File: src/rtl/serial_sub_ctrl_pkg.sv
// Shared definitions for the bit-serial subtractor: FSM state encoding and default operand width.
package serial_sub_pkg;

  typedef enum logic [1:0] {
    IDLE  = 2'd0,
    SHIFT = 2'd1,
    DONE  = 2'd2
  } state_e;

  localparam int DEFAULT_WIDTH = 8;

endpackage

File: src/rtl/serial_sub_ctrl_if.sv
// Requester <-> serial subtractor handshake and operand/result bus.
// The ovf signal exists only when SERIAL_SUB_OVF_EN is defined.
interface serial_sub_ctrl_if
  import serial_sub_pkg::*;
#(
  parameter int WIDTH = DEFAULT_WIDTH
) ();

  logic             start;
  logic [WIDTH-1:0] a;
  logic [WIDTH-1:0] b;
  logic             bin;
  logic             busy;
  logic             done;
  logic [WIDTH-1:0] diff;
  logic             bout;
`ifdef SERIAL_SUB_OVF_EN
  logic             ovf;

  modport master (output start, a, b, bin, input busy, done, diff, bout, ovf);
  modport slave  (input start, a, b, bin, output busy, done, diff, bout, ovf);
`else
  modport master (output start, a, b, bin, input busy, done, diff, bout);
  modport slave  (input start, a, b, bin, output busy, done, diff, bout);
`endif

endinterface

File: src/rtl/serial_sub_ctrl_fullsub.sv
// Combinational 1-bit full subtractor: differ = a - b - c, barrow set when a < b + c.
module fullsub (
  input  logic a,
  input  logic b,
  input  logic c,
  output logic differ,
  output logic barrow
);

  assign differ = a ^ b ^ c;
  assign barrow = (~a & (b | c)) | (b & c);

endmodule

File: src/rtl/serial_sub_ctrl.sv
// Bit-serial WIDTH-bit subtractor: one fullsub cell reused LSB-first over WIDTH cycles.
// Optional signed-overflow output enabled by defining SERIAL_SUB_OVF_EN.
module serial_sub_ctrl
  import serial_sub_pkg::*;
#(
  parameter  int WIDTH = DEFAULT_WIDTH,
  localparam int CNT_W = $clog2(WIDTH + 1)
) (
  input logic              clk,
  input logic              rst_n,
  serial_sub_ctrl_if.slave bus
);

  localparam logic [1:0] ST_IDLE  = IDLE;
  localparam logic [1:0] ST_SHIFT = SHIFT;
  localparam logic [1:0] ST_DONE  = DONE;

  logic [1:0]       r_state;
  logic [WIDTH-1:0] r_a_sr;
  logic [WIDTH-1:0] r_b_sr;
  logic [WIDTH-1:0] r_diff_sr;
  logic             r_brw;
  logic [CNT_W-1:0] r_cnt;
  logic [WIDTH-1:0] r_diff;
  logic             r_bout;
`ifdef SERIAL_SUB_OVF_EN
  logic             r_ovf;
`endif

  logic             w_d;
  logic             w_bo;
  logic             w_last;
  logic             w_accept;
  logic [WIDTH:0]   w_shift;
  logic [WIDTH-1:0] w_diff_sr_nxt;

  fullsub u_fullsub (
    .a      (r_a_sr[0]),
    .b      (r_b_sr[0]),
    .c      (r_brw),
    .differ (w_d),
    .barrow (w_bo)
  );

  // Widened concatenation keeps the right shift legal when WIDTH == 1.
  assign w_shift       = {w_d, r_diff_sr};
  assign w_diff_sr_nxt = w_shift[WIDTH:1];
  assign w_last        = (r_cnt == CNT_W'(WIDTH - 1));
  assign w_accept      = bus.start && ((r_state == ST_IDLE) || (r_state == ST_DONE));

  always_ff @(posedge clk) begin
    if (!rst_n) begin
      r_state   <= ST_IDLE;
      r_a_sr    <= '0;
      r_b_sr    <= '0;
      r_diff_sr <= '0;
      r_brw     <= 1'b0;
      r_cnt     <= '0;
      r_diff    <= '0;
      r_bout    <= 1'b0;
`ifdef SERIAL_SUB_OVF_EN
      r_ovf     <= 1'b0;
`endif
    end else begin
      case (r_state)
        ST_SHIFT: begin
          r_a_sr    <= r_a_sr >> 1;
          r_b_sr    <= r_b_sr >> 1;
          r_diff_sr <= w_diff_sr_nxt;
          r_brw     <= w_bo;
          r_cnt     <= r_cnt + CNT_W'(1);
          if (w_last) begin
            r_diff  <= w_diff_sr_nxt;
            r_bout  <= w_bo;
`ifdef SERIAL_SUB_OVF_EN
            // r_brw here is the borrow into the MSB stage.
            r_ovf   <= r_brw ^ w_bo;
`endif
            r_state <= ST_DONE;
          end
        end
        ST_IDLE, ST_DONE: begin
          if (w_accept) begin
            r_a_sr  <= bus.a;
            r_b_sr  <= bus.b;
            r_brw   <= bus.bin;
            r_cnt   <= '0;
            r_state <= ST_SHIFT;
          end else begin
            r_state <= ST_IDLE;
          end
        end
        default: r_state <= ST_IDLE;
      endcase
    end
  end

  assign bus.busy = (r_state == ST_SHIFT);
  assign bus.done = (r_state == ST_DONE);
  assign bus.diff = r_diff;
  assign bus.bout = r_bout;
`ifdef SERIAL_SUB_OVF_EN
  assign bus.ovf  = r_ovf;
`endif

endmodule

File: src/flat_wrapper.sv
// flat-port wrapper written by rule: the top's interface ports become plain ports
module serial_sub_ctrl_flat import serial_sub_pkg::*;
#(
  parameter  int WIDTH = DEFAULT_WIDTH,
  localparam int CNT_W = $clog2(WIDTH + 1)
)
  (clk, rst_n, bus_start, bus_a, bus_b, bus_bin, bus_busy, bus_done, bus_diff, bus_bout);
  serial_sub_ctrl_if #(.WIDTH(WIDTH)) bus_i ();
  input logic clk;
  input logic rst_n;
  input wire logic [$bits(bus_i.start)-1:0] bus_start;
  input wire logic [$bits(bus_i.a)-1:0] bus_a;
  input wire logic [$bits(bus_i.b)-1:0] bus_b;
  input wire logic [$bits(bus_i.bin)-1:0] bus_bin;
  output wire logic [$bits(bus_i.busy)-1:0] bus_busy;
  output wire logic [$bits(bus_i.done)-1:0] bus_done;
  output wire logic [$bits(bus_i.diff)-1:0] bus_diff;
  output wire logic [$bits(bus_i.bout)-1:0] bus_bout;
  assign bus_i.start = bus_start;
  assign bus_i.a = bus_a;
  assign bus_i.b = bus_b;
  assign bus_i.bin = bus_bin;
  assign bus_busy = bus_i.busy;
  assign bus_done = bus_i.done;
  assign bus_diff = bus_i.diff;
  assign bus_bout = bus_i.bout;
  serial_sub_ctrl #(.WIDTH(WIDTH)) u_core (.clk(clk), .rst_n(rst_n), .bus(bus_i));
endmodule
File: config.mk
export PLATFORM = sky130hd
export DESIGN_NAME = serial_sub_ctrl_flat
export DESIGN_NICKNAME = d
export VERILOG_FILES = /design/src/rtl/serial_sub_ctrl_pkg.sv /design/src/rtl/serial_sub_ctrl_if.sv /design/src/rtl/serial_sub_ctrl_fullsub.sv /design/src/rtl/serial_sub_ctrl.sv /design/src/flat_wrapper.sv
export SDC_FILE = /design/constraint.sdc
export NUM_CORES = 1
export LEC_CHECK = 0
export BUFFER_PORTS_ARGS = -buffer_cell sky130_fd_sc_hd__buf_4
export CORE_MARGIN = 2
export CORE_UTILIZATION = 54
export DETAILED_ROUTE_END_ITERATION = 16
export PLACE_DENSITY = 0.77
export SLEW_MARGIN = 20
export SYNTH_ARGS = -nofsm -noshare
export SYNTH_HDL_FRONTEND = slang
export SYNTH_SLANG_ARGS = --single-unit
File: constraint.sdc
create_clock -name clk -period 1.4 [get_ports clk]
set_input_delay 0.28 -clock clk [delete_from_list [all_inputs] [get_ports clk]]
set_output_delay 0.28 -clock clk [all_outputs]
set_load 0.02 [all_outputs]
After elaboration in Yosys (flattened, before gate mapping)
Index checks and enable logic that the tools add are counted.

operators by class
  reductions and logical operators = 7
  add/sub/neg operators = 1
  eq/ne operators = 5
  muxes and demuxes = 11
  bitwise logic cells = 7

operators by type and width
  kind                                                                     number
  8-bit case mux with 2 select lines                                       2
  8-bit 2-to-1 mux                                                         2
  4-bit case mux with 2 select lines                                       1
  4-bit by 1-bit adder with 4-bit output, second input constant            1
  4-bit by 3-bit == test with 1-bit output, second input constant          1
  4-bit 2-to-1 mux                                                         1
  2-bit by 1-bit inequality test with 1-bit output, second input constant  2
  2-bit case mux with 2 select lines                                       1
  2-bit AND reduction                                                      2
  1-bit bitwise AND                                                        2
  2-bit by 1-bit == test with 1-bit output, second input constant          1
  2-bit == test, second input constant                                     1
  2-bit zero test                                                          1
  1-bit 2-to-1 mux                                                         2
  2-bit 2-to-1 mux                                                         1
  1-bit bitwise OR                                                         2
  1-bit case mux with 2 select lines                                       1
  2-bit nonzero test                                                       1
  2-bit OR reduction                                                       1
  1-bit bitwise XOR                                                        2
  1-bit logical AND                                                        1
  1-bit logical OR                                                         1
  1-bit inverter                                                           1

word-level totals
  logic and storage cells = 39
  input bits = 20
  output and inout bits = 11
  flip-flop bits (word level) = 40

Logic depth before layout (Yosys ltp)
  depth in word-level cells = 5
  mapped depth = 7
  depth with buffers taken out = 5

Modules after synthesis
Synthesis repeated with hierarchy kept, for this count alone.

second synthesis, totals
  cells, all modules = 181
  area total of the unflattened synthesis = 1779.2 um^2

modules (own cells, without submodules)
  module           sequential area each (um^2)  area an instance (um^2)  cells an instance  times used
  serial_sub_ctrl  780.7                        1751.7                   178                1
  fullsub          0.0                          27.5                     3                  1

Worst setup path before layout
Ideal clock, no wire load.

  path type = reg-to-output
  from = register u_core.r_state[0]
  to = output port bus_done
  slack = 0.161 ns
  arrival time = 0.959 ns
  buffers on the path = 2
  required time = 1.120 ns
  stages on the path, launching flop included = 4
  cell sequence = dfxtp_1 > buf_6 > clkbuf_4 > nor2b_1

on the way
  cells in the longest elaborated chain, start to end = 1

RTL lines
  item                    line                   source
  from (decl)             serial_sub_ctrl.sv:18  logic [1:0] r_state;
  from (signal assigned)  serial_sub_ctrl.sv:53  r_state <= ST_IDLE;
  from (signal assigned)  serial_sub_ctrl.sv:79  r_state <= ST_DONE;
  from (signal assigned)  serial_sub_ctrl.sv:88  r_state <= ST_SHIFT;
  2-bit == test           serial_sub_ctrl.sv:99  assign bus.done = (r_state == ST_DONE);
  to (decl)               flat_wrapper.sv:16     output wire logic [$bits(bus_i.done)-1:0] bus_done;

Every way passes these cells.

Worst setup path after layout
Same ends and word-level chain as after synthesis.

==> metrics <==
status finished clean; number of max-slew violations in the final report 0; clk_lat worst skew 0.34 ns; Hold Crit Depth 3; multiplexer area fraction after synthesis 14.1%; WL final 3400 µm; type of the tightest min-delay check input port to register; Final Hold Viols 0; clock skew 0.00807 ns; Layout Cells excl Fill 258; period utilisation layout 95.7%; fmax 747 MHz; DR vias 1381; largest net degree at the start of global routing 50; DR vias/cell 5.35; vias in the first global route 1263; worst r2r src u_core.r_a_sr[0]$_SDFFE_PN0P_; Slowest-stage cell, CP dfxtp_4; Rows 20; Syn Nets 202; grt total ovfl 0; Reg-to-Reg End u_core.r_brw$_SDFFE_PN0P_; CTS tree yes; P&R area growth vs syn 19.0%; Cells after Synth 180; crit-path max cell delay 0.38 ns; H-tree depth 2; design area 2120 µm²; worst path required time 1.12 ns; post-route ant nets 0; EDFF count, synth 0; Worst Setup Start Kind register; Iter 0 DRT Violations 60; setup violators final 0; clock buffer count from CTS 5; CTS sink count 39; average wire per standard cell 13.2 µm; met2 routed WL 1690 µm; Slew headroom 71.4%; Setup CP Type register to primary output; Placement Cell Area 2020 µm²; DIE HEIGHT 61.4 µm; WP data arrival 1.06 ns; I/O Buffers 30; mean post-synth cell area 9.88 µm²; min cycle time layout 1.34 ns; Initial Util 57.3%; root buf cell clkbuf_4; HPWL after detailed placement 2340 µm; core box area 3100 µm²; synth unique cells 30; dpl cells 248; Crit Path Max Fanout 3; Crit. End Element primary output; hold path startpoint bus_a[7]; Final Power 2.10 mW; ys flop type dfxtp_1; Pwr Density 992 nW/µm²; synthesized area 1780 µm²; io pins 31; Worst-Margin Slew 0.430 ns; post-synthesis xor/xnor area fraction 0%; largest family of logic cells by synthesized area compound AO/OA/AOI/OAI gates; critical path, cell by cell buf_8 > nor2b_4 > buf_4; Residual DRC 0; area fraction in compound gates after synthesis 19.1%; WL met3 147 µm; clk slew on worst S/H paths 0.11 ns; worst hold margin 0.175 ns; die area 3770 µm²; Fin Setup TNS 0 ns; R2R Setup Slk 0.07 ns; Post-Synth Simple-Gate Area 14.5%; Post-synth ARST share 0%; initial antenna violation count 0; Die X-Extent 61.4 µm; Worst path top cell family by delay flip-flops; nets 237; maximum vdd ir drop 0.631 mV; global-route wire length before repair 5530 µm; 1st-pass router iterations 4; layout cells sized above 1 25.2%; leakage 0.980 nW; adder-cell area share of the yosys netlist 1.83%; worst reg-to-reg path cell count 5; Global Route Usage Sum 20.2%; GP Congestion 0.752; met1 WL 1530 µm; Ys Warns 0; Hold EP u_core.r_a_sr[7]$_SDFFE_PN0P_; Seq/Total Area, Yosys 43.9%; Maximum Capacitance Violations 0; top sig layer met4; # diodes 0; # hold bufs at CTS 0; Crit path buffers/inverters 2; clk buf depth 2; synthesis-stage register bit count 39
-- what timing repair did --
action | CTS | global route
endpoints found under the setup margin | 2 | 1
gates cloned | 0 | 0
resized for setup | 6 | 1
buffers inserted | 4 | 0
hold endpoints to repair | 0 | 0
-- worst register-to-register path: cells and delay by family, from the launching register on --
kind	cells	cell delay, ns
adder cells (fa/ha/maj)	1	0.44
multiplexers	1	0.15
flip-flops	1	0.37
AO/OA/AOI/OAI	2	0.21
buffers and inverters	1	0.07
-- cell usage after synthesis (2+ instances only) --
library cell | number | area share, %
nand2_1 | 33 | 7.0
buf_4 | 3 | 1.3
o21ai_1 | 15 | 4.2
o211a_1 | 16 | 9.0
mux2i_1 | 25 | 14
inv_1 | 2 | 0.42
buf_6 | 4 | 2.5
nor2b_1 | 3 | 1.1
clkbuf_1 | 4 | 0.84
a21boi_1 | 10 | 4.2
nand2b_1 | 2 | 0.70
nand3_1 | 4 | 1.1
dfxtp_1 | 39 | 44
buf_2 | 3 | 0.84
nand3b_1 | 2 | 0.84
-- cells in the final DEF, fill, tap and decap left out, drive strengths merged --
cell type,synthesis,routed
dfxtp,39,39
a21boi,10,10
ha,1,1
inv,3,3
and3,1,1
o21a,1,1
nand3b,2,2
o211ai,1,1
o211a,16,16
nand2,34,34
nand3,4,4
nor2,2,2
fa,1,1
nand2b,3,3
nor2b,3,3
and2,1,1
o2111ai,1,1
clkbuf,5,6
buf,10,43
mux2i,25,25
o21ai,15,15
a21oi,1,1
or3,1,1
-- per-layer routing --
metal / vias up / GRT usage [%]
li1: 697 / -
met1: 650 / 24.4
met2: 30 / 34.2
met3: 4 / 6.51
met4: 0 / 6.38
met5: - / 0
-- logic make-up after synthesis --
logic type	count (synthesis)
simple gates	51
compound gates	45
flops	39
mux	25
buf+inv	18
fa+ha+maj	2
-- layout make-up --
| class | instances | area [µm²] |
|---|---|---|
| clock buffer | 6 | 41.3 |
| tap | 44 | 55.1 |
| timing repair buffer | 43 | 330 |
| sequential | 39 | 785 |
| inverter | 3 | 18.8 |
| fill | 283 | 986 |
| multi-input combinational | 123 | 887 |
-- registers in the layout, indices dropped and copies added, names as in the netlist --
name              cells
u_core.r_state        2
u_core.bus.bout       1
u_core.r_a_sr         8
u_core.r_diff_sr      7
u_core.r_brw          1
u_core.r_b_sr         8
u_core.r_cnt          4
u_core.bus.diff       8
-- worst max-delay path by stage --
stage                                   startpoint                        end  slack, ns  cells past startpoint
global placement     u_core.r_a_sr[0]$_SDFFE_PN0P_  u_core.r_brw$_SDFFE_PN0P_       0.12                      5
finish              u_core.r_state[0]$_SDFFE_PN0P_                   bus_done       0.06                      3
CTS                 u_core.r_state[0]$_SDFFE_PN0P_                   bus_done       0.04                      3
global route        u_core.r_state[0]$_SDFFE_PN0P_                   bus_done    -0.0005                      3
floorplan           u_core.r_state[0]$_SDFFE_PN0P_                   bus_done       0.16                      3
detailed placement   u_core.r_a_sr[0]$_SDFFE_PN0P_  u_core.r_brw$_SDFFE_PN0P_       0.09                      5
-- power by group --
group          leakage [nW]  switching, mW  internal [mW]  total (mW)
registers             0.320         0.0394           1.17        1.21
logic                 0.636          0.184          0.191       0.374
clock network        0.0242          0.336          0.179       0.514
total                 0.980          0.559           1.54        2.10
-- metrics by stage --
step                setup slack (ns)  util, %
detailed placement            0.0946     65.2
CTS                           0.0363     68.0
finish                        0.0607     68.2
floorplan                      0.161        -
global placement               0.122     65.2
global route               -0.000480     68.2
(Power assumes the default switching activity.)
